File: src/rtl/reg_file_wb.sv
// Register file with ALU/memory write-back, sticky zero flag and write-back status.
// Optional build macro REG_BYPASS_EN adds same-cycle write-through forwarding to both read ports.
module reg_file_wb #(
    parameter  int W     = 8,
    parameter  int NREGS = 8,
    localparam int AW    = (NREGS > 1) ? $clog2(NREGS) : 1
) (
    input  logic          Clk,
    input  logic          Reset,
    input  logic [AW-1:0] RaddrA,
    input  logic [AW-1:0] RaddrB,
    output logic [W-1:0]  DataOutA,
    output logic [W-1:0]  DataOutB,
    input  logic          WriteEn,
    input  logic          WriteSel,
    input  logic [AW-1:0] Waddr,
    input  logic [W-1:0]  AluResult,
    input  logic [W-1:0]  MemData,
    input  logic          FlagWe,
    input  logic          ZeroIn,
    output logic          ZeroFlag,
    output logic          WbValid,
    output logic [AW-1:0] WbAddr
);

    logic [W-1:0] regs [NREGS];
    logic [W-1:0] wdata;

    // Addresses only escape the array when NREGS is not a power of two.
    function automatic logic in_range(input logic [AW-1:0] addr);
        return int'(addr) < NREGS;
    endfunction

    assign wdata = WriteSel ? MemData : AluResult;

    // NOTE: every output gets a default first, so no path through this block can infer a latch.
    always_comb begin
        DataOutA = in_range(RaddrA) ? regs[RaddrA] : '0;
        DataOutB = in_range(RaddrB) ? regs[RaddrB] : '0;
`ifdef REG_BYPASS_EN
        if (WriteEn && in_range(Waddr) && (RaddrA == Waddr)) DataOutA = wdata;
        if (WriteEn && in_range(Waddr) && (RaddrB == Waddr)) DataOutB = wdata;
`endif
    end

    // NOTE: the register array is reset too, because architectural state must read 0 after
    // reset; non-blocking assignments keep every update sampled on the same edge.
    always_ff @(posedge Clk or posedge Reset) begin
        if (Reset) begin
            for (int i = 0; i < NREGS; i++) regs[i] <= '0;
            ZeroFlag <= 1'b0;
            WbValid  <= 1'b0;
            WbAddr   <= '0;
        end else begin
            if (WriteEn && in_range(Waddr)) regs[Waddr] <= wdata;
            if (FlagWe) ZeroFlag <= ZeroIn;
            WbValid <= WriteEn;
            WbAddr  <= Waddr;
        end
    end

endmodule
File: config.mk
export PLATFORM = sky130hd
export DESIGN_NAME = reg_file_wb
export DESIGN_NICKNAME = d
export VERILOG_FILES = /design/src/rtl/reg_file_wb.sv
export SDC_FILE = /design/constraint.sdc
export NUM_CORES = 1
export LEC_CHECK = 0
export ABC_CLOCK_PERIOD_IN_PS = 3150
export CAP_MARGIN = 20
export CORE_MARGIN = 2
export CORE_UTILIZATION = 65
export DETAILED_ROUTE_END_ITERATION = 8
export DONT_BUFFER_PORTS = 1
export GPL_TIMING_DRIVEN = 0
export PLACE_DENSITY = 0.85
export REMOVE_ABC_BUFFERS = 1
export SLEW_MARGIN = 10
export SYNTH_ARGS = -nofsm -noshare
export SYNTH_HDL_FRONTEND = slang
export SYNTH_SLANG_ARGS = --single-unit
File: constraint.sdc
create_clock -name Clk -period 3.15 [get_ports Clk]
set_clock_uncertainty 0.1 [all_clocks]
set_input_delay 0.1575 -clock Clk [delete_from_list [all_inputs] [get_ports Clk]]
set_output_delay 0.1575 -clock Clk [all_outputs]
set_load 0.01 [all_outputs]
**Yosys cells after proc, flatten, opt, wreduce, memory -nomap -nowiden**

Cells that the tools add are included.

- Flip-flop bits (word level): 69
- Input port bits: 31
- Logic and storage cells: 29

- $lt $le $gt $ge: 4
- Multiplexer cells: 10
- Bitwise logic cells: 3
- Reduce and logical (&&, ||, !) cells: 1

Operators with widths:

| operator | count |
|---|---|
| $bwmux 64 | 1 |
| $bmux 8 s3 | 2 |
| $mux 8 | 6 |
| $demux 8 s3 | 1 |
| $ge 4x4->1 const B | 3 |
| $not 3->4 | 3 |
| $lt 4x1->1 const B | 1 |
| $logic_and 1x1->1 | 1 |

**Longest topological paths before layout**

Gate-level depths: netlist of run 1.

- Word-level depth: 6
- Gate-level depth with buffers: 4

**Worst setup path before layout of run 1**

OpenSTA, ideal clock, no wires.

- Path type: input to output
- Start point: input port RaddrA[0]
- End point: output port DataOutA[7]
- Arrival: 1214 ps
- Data required time: 2892 ps
- Slack: 1678 ps
- Stages on the path: 4
- Path buffers: 2
- Cell sequence: buf_6 buf_8 mux4_1 mux2_2

- Cells in the longest elaborated chain, start to end: 4

Ends and longest elaborated chain:

| item | RTL line | RTL |
|---|---|---|
| from (decl) | 10 | `input logic [AW-1:0] RaddrA,` |
| $not 3->4 (not written as such) | 38 | `DataOutA = in_range(RaddrA) ? regs[RaddrA] : '0;` |
| $bmux 8 s3 | 38 |  |
| $mux 8 (not written as such) (2 in a row) | 38 |  |
| to (decl) | 12 | `output logic [W-1:0] DataOutA,` |

Every way passes these cells. The select of a mux whose other input is x is not followed.

**Final worst setup path of run 1**

- Start point: register regs[50] in the netlist's numbering
- End point: output port DataOutA[2]

- Cells in the longest elaborated chain, start to end: 3

Ends and longest elaborated chain:

| item | RTL line | RTL |
|---|---|---|
| from (decl) | 26 | `logic [W-1:0] regs [NREGS];` |
| from (signal, indexed assignment) | 55 | `if (WriteEn && in_range(Waddr)) regs[Waddr] <= wdata;` |
| $bmux 8 s3 | 38 |  |
| $mux 8 (not written as such) (2 in a row) | 38 |  |

Every way passes these cells. The select of a mux whose other input is x is not followed.

==> impl_metrics.yaml, run 1 <==
status:
  status: "finished clean"
synth:
  synth_edf_count: 0
  ys.warnings.count: 0
  synth_top_area_frac: 0.4541
  synth_commonest_cells: "mux2_2, dfrtp_1, mux4_1, buf_2, buf_6"
  synth_most_common_cell: "mux2_2"
  netlist_area_sq_mm: 0.003802
  syn_inst: 217
  ys_ff_latch: 69
  synth_ff_type: "dfrtp_1"
  synth_seq_area_share: 0.4541
  synth_largest_area_cell: "dfrtp_1"
  syn_avg_cell_area_sq_um: 17.52
  ys_top_cells_by_area: "dfrtp_1, mux2_2, mux4_1, mux4_2, buf_6"
  ys_types: 14
  synth_async_sr_flop_share: 1.000
clocking:
  post_cts_buffers: 0
  cts_tree: "done"
  numClockSinks: 69
  htreeDepth: 3
  cts-root-buf: "clkbuf_8"
  worstSkewPairLatency_ps: 350
  ctsResizeCount: 0
  clockBufferDepth: 2
  cts_made_buffers: 9
  cts.reportedPaths.clkPinSlew_ps: 80
pwr:
  clkPwrFrac: 0.328
  leakagePower_nw: 1.732
  pwr-share-comb: 0.216
  power.internal_mw: 2.026
  switching_share: 0.2543
  p_switching_uw: 690.9
  powerDensity_mw_per_mm2: 661.1
  seqPwrFrac: 0.456
  irDropWorstVdd_mv: 0.3644
finish:
  num-fill-cells: 332
  synthToLayoutAreaGrowth_pct: 8.095
  diodes: 0
  nets: 248
  drive_gt1_frac: 0.5090
  post-route-util: 0.7374
drt:
  firstDrtPassIters: 4
  post_drt_wl_per_cell_microns: 27.56
  drc: 0
  drt_iter0_drc: 107
  vias: 2071
  wl_mm: 8.103
  antenna_left: 0
  vias_per_cell: 7.044
setup_path:
  r2r_start: "ZeroFlag"
  path_cells: "mux4_1, mux2_2"
  cp_max_fo: 3
  rrSetupSlack_ps: 1710
  cp-start-kind: "flop"
  cpLargestDelayFamily: "multiplexers"
  crit_path_max_incr_delay_ps: 540
  critPathBufInv: 0
  crit_type: "reg2out"
  cp.arrival_ps: 1610
  startpoint: "regs[50]"
  critPathSlowestCell: "mux4_1"
  r2r.worst_path.cells: 2
  r2r_end: "ZeroFlag"
  required_ps: 2890
  end_kind: "output port"
timing:
  relSlewSlack: 0.4465
  hold_viol: 0
  grt_setup_unrepaired: "false"
  fin_crit_ps: 1866
  clock.fmax_mhz: 535.9
  setup_ws_ps: 1284
  setup_viol: 0
  slew_violations: 0
  setup_tns_ps: 0
  post-route-period-util: 0.5924
  worst_slew_pin_slew_ps: 829.0
worst_hold_path:
  hp-class: "in2reg"
  hold_end: "regs[58]"
  hold_path_depth: 2
  min_from: "Waddr[0]"
global_route:
  antenna_found_initial: 0
  grt_pass1_vias: 2151
  grt_max_degree: 70
  grt_usage: 0.2741
  overflow: 0
  grt_pass1_wl_mm: 12.41
floorplan:
  initial_core_util: 0.6822
  dieHeight_microns: 80.49
  chipWidth_microns: 80.49
  core_sq_mm: 0.005574
  row_count: 27
  pin_count: 52
  die_area_sq_mm: 0.006478
placed_design:
  place_congestion: 0.7681
  dp_hpwl_mm: 5.007
  io_buffers: 0
  preCtsSetupSlack_ps: 1588
job:
  maxCapViolCount: 0
[cells in the final DEF, fill, tap and decap left out, types with 2 or more instances in the layout]
| master | instances |
|---|---|
| and4b_1 | 3 |
| bufinv_16 | 3 |
| clkbuf_8 | 10 |
| clkinvlp_4 | 2 |
| dfrtp_1 | 69 |
| dlygate4sd3_1 | 7 |
| mux2_2 | 89 |
| mux4_1 | 29 |
| mux4_2 | 3 |
| nor4bb_4 | 3 |
[per-layer routing]
layer / global-route usage / vias to the layer above / share of wire
met1: 0.3673 / 1119 / 0.41
met5: 0 / - / 0
met4: 0.1119 / 0 / 0.018
li1: - / 874 / -
met2: 0.4525 / 68 / 0.51
met3: 0.04157 / 10 / 0.062
[worst max path at each step]
| stage | to | slack (ps) | depth (start not counted) |
|---|---|---|---|
| finish | DataOutA[2] | 1280 | 2 |
| floorplan | WbAddr[0] | 1150 | 1 |
| global placement | regs[46] | 650 | 2 |
| CTS | DataOutA[2] | 1270 | 2 |
| global route | DataOutA[2] | 1240 | 2 |
| detailed placement | regs[43] | 1590 | 2 |
[power by group through the flow]
stage | Sequential (mW) | Clock (mW) | Combinational (mW)
3_3_place_gp | 1.21 | 0 | 0.549
4_1_cts | 1.24 | 0.896 | 0.594
3_5_place_dp | 1.25 | 0 | 0.582
5_1_grt | 1.27 | 0.933 | 0.627
2_1_floorplan | 1.19 | 0 | 0.505
6_report | 1.24 | 0.891 | 0.586
[kinds of logic (layout without fill, tap and decap cells)]
| group | count (synthesis) | after routing | synth area share |
|---|---|---|---|
| mux | 121 | 121 | 0.4817 |
| simple gates | 8 | 8 | 0.02435 |
| flops | 69 | 69 | 0.4541 |
| buf+inv | 19 | 24 | 0.03981 |
[final cells by class]
class	count	area, sq um	share of cell area
Multi-Input combinational cell	129	1969	0.4791
Sequential cell	69	1727	0.4201
Tap cell	72	90.09	0.02192
Inverter	1	6.256	0.001522
Clock inverter	6	110.1	0.02679
Timing Repair Buffer	7	70.07	0.01705
Clock buffer	10	137.6	0.03349
[per-stage QoR]
step	power [mW]	instance area (sq um)	hold slack, ps	cells
after floorplan	1.693	3655	88.93	199
after global placement	1.759	3745	89.31	271
after detailed placement	1.831	3792	89.22	271
after CTS	2.726	4110	30.11	294
after global routing	2.825	4110	41.32	294
final	2.717	4110	36.53	294
[registers in the layout (all words and copies together), names as in the netlist]
register,flops
regs,64
ZeroFlag,1
WbAddr,3
WbValid,1
[repair_timing]
action / CTS / global route
hold buffers: 7 / 0
endpoints found under the hold margin: 74 / 0
setup endpoints to repair: 0 / 0
Note: power is estimated with default switching activity, not from simulation.
==> inputs of run 2 (changes only) <==
ABC_CLOCK_PERIOD_IN_PS = 1680   (was 3150)
CORE_UTILIZATION = 57   (was 65)
PLACE_DENSITY = 0.79   (was 0.85)
clock period = 1.68 ns   (was 3.15 ns; I/O delays follow)
==> run 2 against run 1 <==
- the run now ends with setup timing left
- clock power rose by 25%
- critical path depth did not move
- core utilization decreased by 8.3 points
- combinational power up 130%
- register-to-register slack got worse by 1600 ps
- sequential cell count unchanged
- clock-buffer cell count rose by 4
- first-iteration DRC count shrank 20%
- total power is 76% higher
==> impl_metrics.yaml, run 2 (synthesized netlist as in run 1, its figures left out) <==
drt:
  vias: 2125
  wl_mm: 8.336
  vias_per_cell: 6.579
  drc: 0
  firstDrtPassIters: 4
  post_drt_wl_per_cell_microns: 25.81
  drt_iter0_drc: 86
  antenna_left: 0
clocking:
  cts_tree: "done"
  numClockSinks: 69
  cts.reportedPaths.clkPinSlew_ps: 70
  cts-root-buf: "clkbuf_8"
  clockBufferDepth: 2
  cts_made_buffers: 9
  worstSkewPairLatency_ps: 340
  htreeDepth: 3
global_route:
  antenna_found_initial: 0
  grt_usage: 0.2452
  grt_max_degree: 70
  grt_pass1_vias: 2319
  grt_pass1_wl_mm: 12.85
  overflow: 0
worst_hold_path:
  min_from: "AluResult[7]"
  hold_end: "regs[23]"
  hold_path_depth: 2
  hp-class: "in2reg"
floorplan:
  row_count: 29
  dieHeight_microns: 85.68
  initial_core_util: 0.5954
  chipWidth_microns: 85.68
  core_sq_mm: 0.006386
  die_area_sq_mm: 0.007340
  pin_count: 52
finish:
  layout_commonest_cell: "mux2_2"
  drive_gt1_frac: 0.5935
  design_area_sq_mm: 0.004179
  nets: 272
  num-fill-cells: 431
  largest_register: "regs"
  synthToLayoutAreaGrowth_pct: 9.905
  largest_register_ffs: 64
  diodes: 0
  final_cell_mix: "mux2_2, dfrtp_1, mux4_2"
  largest_registers: "regs (64), WbAddr (3)"
  layout.cells.non_filler: 323
  post-route-util: 0.6544
timing:
  post-route-period-util: 1.022
  slew_violations: 0
  hold_viol: 0
  fin_crit_ps: 1717
  setup_ws_ps: -36.73
  clock.fmax_mhz: 582.5
  relSlewSlack: 0.4252
  setup_viol: 16
  grt_setup_unrepaired: "true"
  worst_slew_pin_slew_ps: 862.2
placed_design:
  preCtsSetupSlack_ps: 69.03
  io_buffers: 0
  dp_cells: 278
  place_congestion: 0.7107
  placed_cell_area_sq_mm: 0.003796
  dp_hpwl_mm: 5.122
setup_path:
  rrSetupSlack_ps: 110
  cp-start-kind: "flop"
  r2r.worst_path.cells: 3
  cp_max_fo: 3
  crit_type: "reg2out"
  required_ps: 1500
  end_kind: "output port"
  r2r_start: "regs[57]"
  r2r_end: "regs[57]"
  cp.arrival_ps: 1530
status:
  status: "finished, violations left"
  violations: "setup timing"
pwr:
  power.total_mw: 4.781
  powerDensity_mw_per_mm2: 1144
  leakagePower_nw: 1.756
  irDropWorstVdd_mv: 0.6253
job:
  maxCapViolCount: 0
==> run 2: cell types whose count changed in the layout (fill, tap and decap cells not counted), sizes merged <==
cell,delta
buf,+12
dlygate4sd3,+11
clkbuf,+4
bufinv,-3
clkinvlp,-2
clkinv,+1
dlymetal6s4s,+1
==> run 2: layer usage <==
metal / vias up / share of wire / GRT usage
met5: - / 0 / 0.01399
met4: 0 / 0.025 / 0.1068
met3: 18 / 0.041 / 0.06256
met2: 60 / 0.53 / 0.4105
met1: 1150 / 0.41 / 0.3027
li1: 897 / - / -
==> run 2: cell type report <==
type	count	area, sq um	area share
Timing Repair Buffer	31	282.8	0.06766
Clock inverter	2	10.01	0.002395
Clock buffer	14	142.6	0.03413
Tap cell	77	96.34	0.02305
Multi-Input combinational cell	129	1914	0.4581
Sequential cell	69	1727	0.4132
Inverter	1	6.256	0.001497
==> run 2: critical path, cell delays in order (launching register included) <==
cell	delay (ps)
dfrtp_1	400
mux4_2	490
mux2_4	300
==> run 2: repair_timing <==
item,CTS,global route
setup buffers,5,5
endpoints found under the setup margin,16,24
hold buffers,17,2
resized for setup,42,1
hold endpoints to repair,97,2
pin swaps,0,1
==> run 2: how the worst max path moves through the flow <==
stage               cells after the start  slack (ps)     start     endpoint
floorplan                               1        -240     Reset    WbAddr[0]
global placement                        2        -820  Waddr[0]     regs[40]
detailed placement                      3          70  Waddr[1]     regs[31]
CTS                                     2         -40  regs[17]  DataOutA[1]
global route                            2         -80  regs[21]  DataOutB[5]
finish                                  2         -40  regs[21]  DataOutA[5]
==> run 2: where the power goes <==
group | switching, mW | total [mW] | internal (mW)
logic | 0.407 | 1.34 | 0.933
registers | 0.287 | 2.33 | 2.05
clock network | 0.575 | 1.11 | 0.534
==> run 2: metrics by stage <==
step | hold WS (ps) | setup TNS, ps
finish | 33.71 | -324.0
detailed placement | 15.85 | 0
floorplan | 15.43 | -16830
CTS | -343.8 | -474.1
global placement | 15.76 | -66770
global route | 33.85 | -941.9
==> inputs of run 3 (changes only) <==
ABC_CLOCK_PERIOD_IN_PS = 1450   (was 1680)
clock period = 1.45 ns   (was 1.68 ns; I/O delays follow)
==> run 3 against run 2 <==
- the flow finishes with violations (hold timing, setup timing)
- non-clock buffer count fell by 18
- clock power increased by 14%
- core utilization is 2.7 points lower
- cell count down 5.6%
- register-to-register slack improved by 240 ps
- setup slack got worse by 220 ps
- die area unchanged
- combinational power up 8%
- total power increased by 13%
- global-route usage decreased by 0.59 points
==> impl_metrics.yaml, run 3 (synthesized netlist as in run 1, its figures left out) <==
pwr:
  irDropWorstVdd_mv: 0.7193
  power.internal_mw: 3.982
  powerDensity_mw_per_mm2: 1354
  pwr-share-comb: 0.267
  seqPwrFrac: 0.498
  leakagePower_nw: 1.652
  switching_share: 0.2656
  p_switching_mw: 1.440
  clkPwrFrac: 0.235
timing:
  grt_setup_unrepaired: "true"
  slew_violations: 0
  setup_ws_ps: -255.4
  clock.fmax_mhz: 586.4
  post-route-period-util: 1.176
  fin_crit_ps: 1705
  hold_slack_ps: -342.0
  relSlewSlack: 0.4250
  setup_tns_ps: -3780
  hold_viol: 26
  setup_viol: 16
  worst_slew_pin_slew_ps: 861.2
clocking:
  cts_tree: "done"
  cts-root-buf: "clkbuf_8"
  cts.reportedPaths.clkPinSlew_ps: 70
  numClockSinks: 69
  ctsHoldBuffers: 4
  clockBufferDepth: 2
  worstSkewPairLatency_ps: 340
  htreeDepth: 3
  cts_made_buffers: 9
global_route:
  use_met2: 0.3991
  grt_usage: 0.2394
  overflow: 0
  grt_max_degree: 70
  groute.layer.met1.usage: 0.2973
  grt.busiest_layer: "met2"
  antenna_found_initial: 0
  grt_pass1_vias: 2242
  gr-usage-met3: 0.06160
  grt_pass1_wl_mm: 12.50
finish:
  nets: 254
  layout.cells.non_filler: 305
  diodes: 0
  num-fill-cells: 452
  largest_registers: "regs (64), WbAddr (3)"
  drive_gt1_frac: 0.6272
  largest_register: "regs"
  layout_commonest_cell: "mux2_2"
  largest_register_ffs: 64
  final_cell_mix: "mux2_2, dfrtp_1, mux4_2"
  synthToLayoutAreaGrowth_pct: 5.298
setup_path:
  r2r.worst_path.cells: 3
  end_kind: "output port"
  rrSetupSlack_ps: 350
  r2r_end: "regs[20]"
  cp_max_fo: 3
  crit_type: "reg2out"
  cp.arrival_ps: 1530
  required_ps: 1280
  r2r_start: "regs[20]"
  cp-start-kind: "flop"
placed_design:
  preCtsSetupSlack_ps: -149.5
  dp_cells: 278
  place_congestion: 0.7107
  dp_hpwl_mm: 5.122
  io_buffers: 0
floorplan:
  chipWidth_microns: 85.68
  pin_count: 52
  die_area_sq_mm: 0.007340
  row_count: 29
  initial_core_util: 0.5954
  core_sq_mm: 0.006386
  dieHeight_microns: 85.68
drt:
  wl_mm: 8.015
  antenna_left: 0
  vias: 2062
  post_drt_wl_per_cell_microns: 26.28
  drc: 0
  firstDrtPassIters: 4
  drt_iter0_drc: 125
  vias_per_cell: 6.761
status:
  status: "finished, violations left"
  violations: "hold timing, setup timing"
worst_hold_path:
  min_from: "Waddr[2]"
  hold_end: "WbAddr[2]"
  hp-class: "in2reg"
  hold_path_depth: 0
job:
  maxCapViolCount: 0
## run 3: cell types whose count changed in the layout (fill, tap and decap cells not counted), sizes merged
cell / change
buf: -3
dlygate4sd3: -14
dlymetal6s4s: -1
## run 3: worst max path at each step
stage / slack [ps] / depth (start not counted) / to / from
after global routing: -300 / 2 / DataOutB[5] / regs[21]
after floorplan: -460 / 1 / WbAddr[0] / Reset
after global placement: -1040 / 2 / regs[40] / Waddr[0]
after detailed placement: -150 / 3 / regs[31] / Waddr[1]
after CTS: -260 / 2 / DataOutA[1] / regs[17]
final: -260 / 2 / DataOutB[5] / regs[21]
## run 3: worst max-delay path, cell delays in order, from the launching register on
cell,delay [ps]
dfrtp_1,400
mux4_2,490
mux2_4,300
## run 3: power groups by stage
stage          Combinational, mW  Clock [mW]  Sequential, mW
3_5_place_dp                1.26           0            2.71
4_1_cts                     1.44        1.30            2.69
2_1_floorplan               1.10           0            2.58
6_report                    1.45        1.27            2.70
5_1_grt                     1.54        1.40            2.75
3_3_place_gp                1.20           0            2.62
## run 3: stage by stage
step | instance area (sq um) | util | power [mW]
6_report | 4004 | 0.6270 | 5.423
5_1_grt | 4004 | 0.6270 | 5.702
4_1_cts | 3989 | 0.6246 | 5.438
3_5_place_dp | 3796 | 0.5944 | 3.967
3_3_place_gp | 3751 | 0.5874 | 3.817
2_1_floorplan | 3655 | - | 3.679
## run 3: what timing repair did
action	CTS	global route
pin swaps	0	0
gates resized for setup	42	0
setup endpoints to repair	16	16
setup buffers	5	2
endpoints found under the hold margin	97	26
## run 3: area by class of cell
type	instances	area, sq um	area share
repair buffers	13	107.6	0.02687
flip-flops and latches	69	1727	0.4313
well taps	77	96.34	0.02406
multi-input cells	129	1914	0.4781
clock buffers	14	142.6	0.03563
inverters	1	6.256	0.001563
clock inverters	2	10.01	0.002500
## run 3: per-layer routing
layer / vias to the layer above / wire length, microns
li1: 864 / -
met1: 1111 / 3227
met2: 69 / 4226
met3: 18 / 379
met4: 0 / 182
met5: - / 0
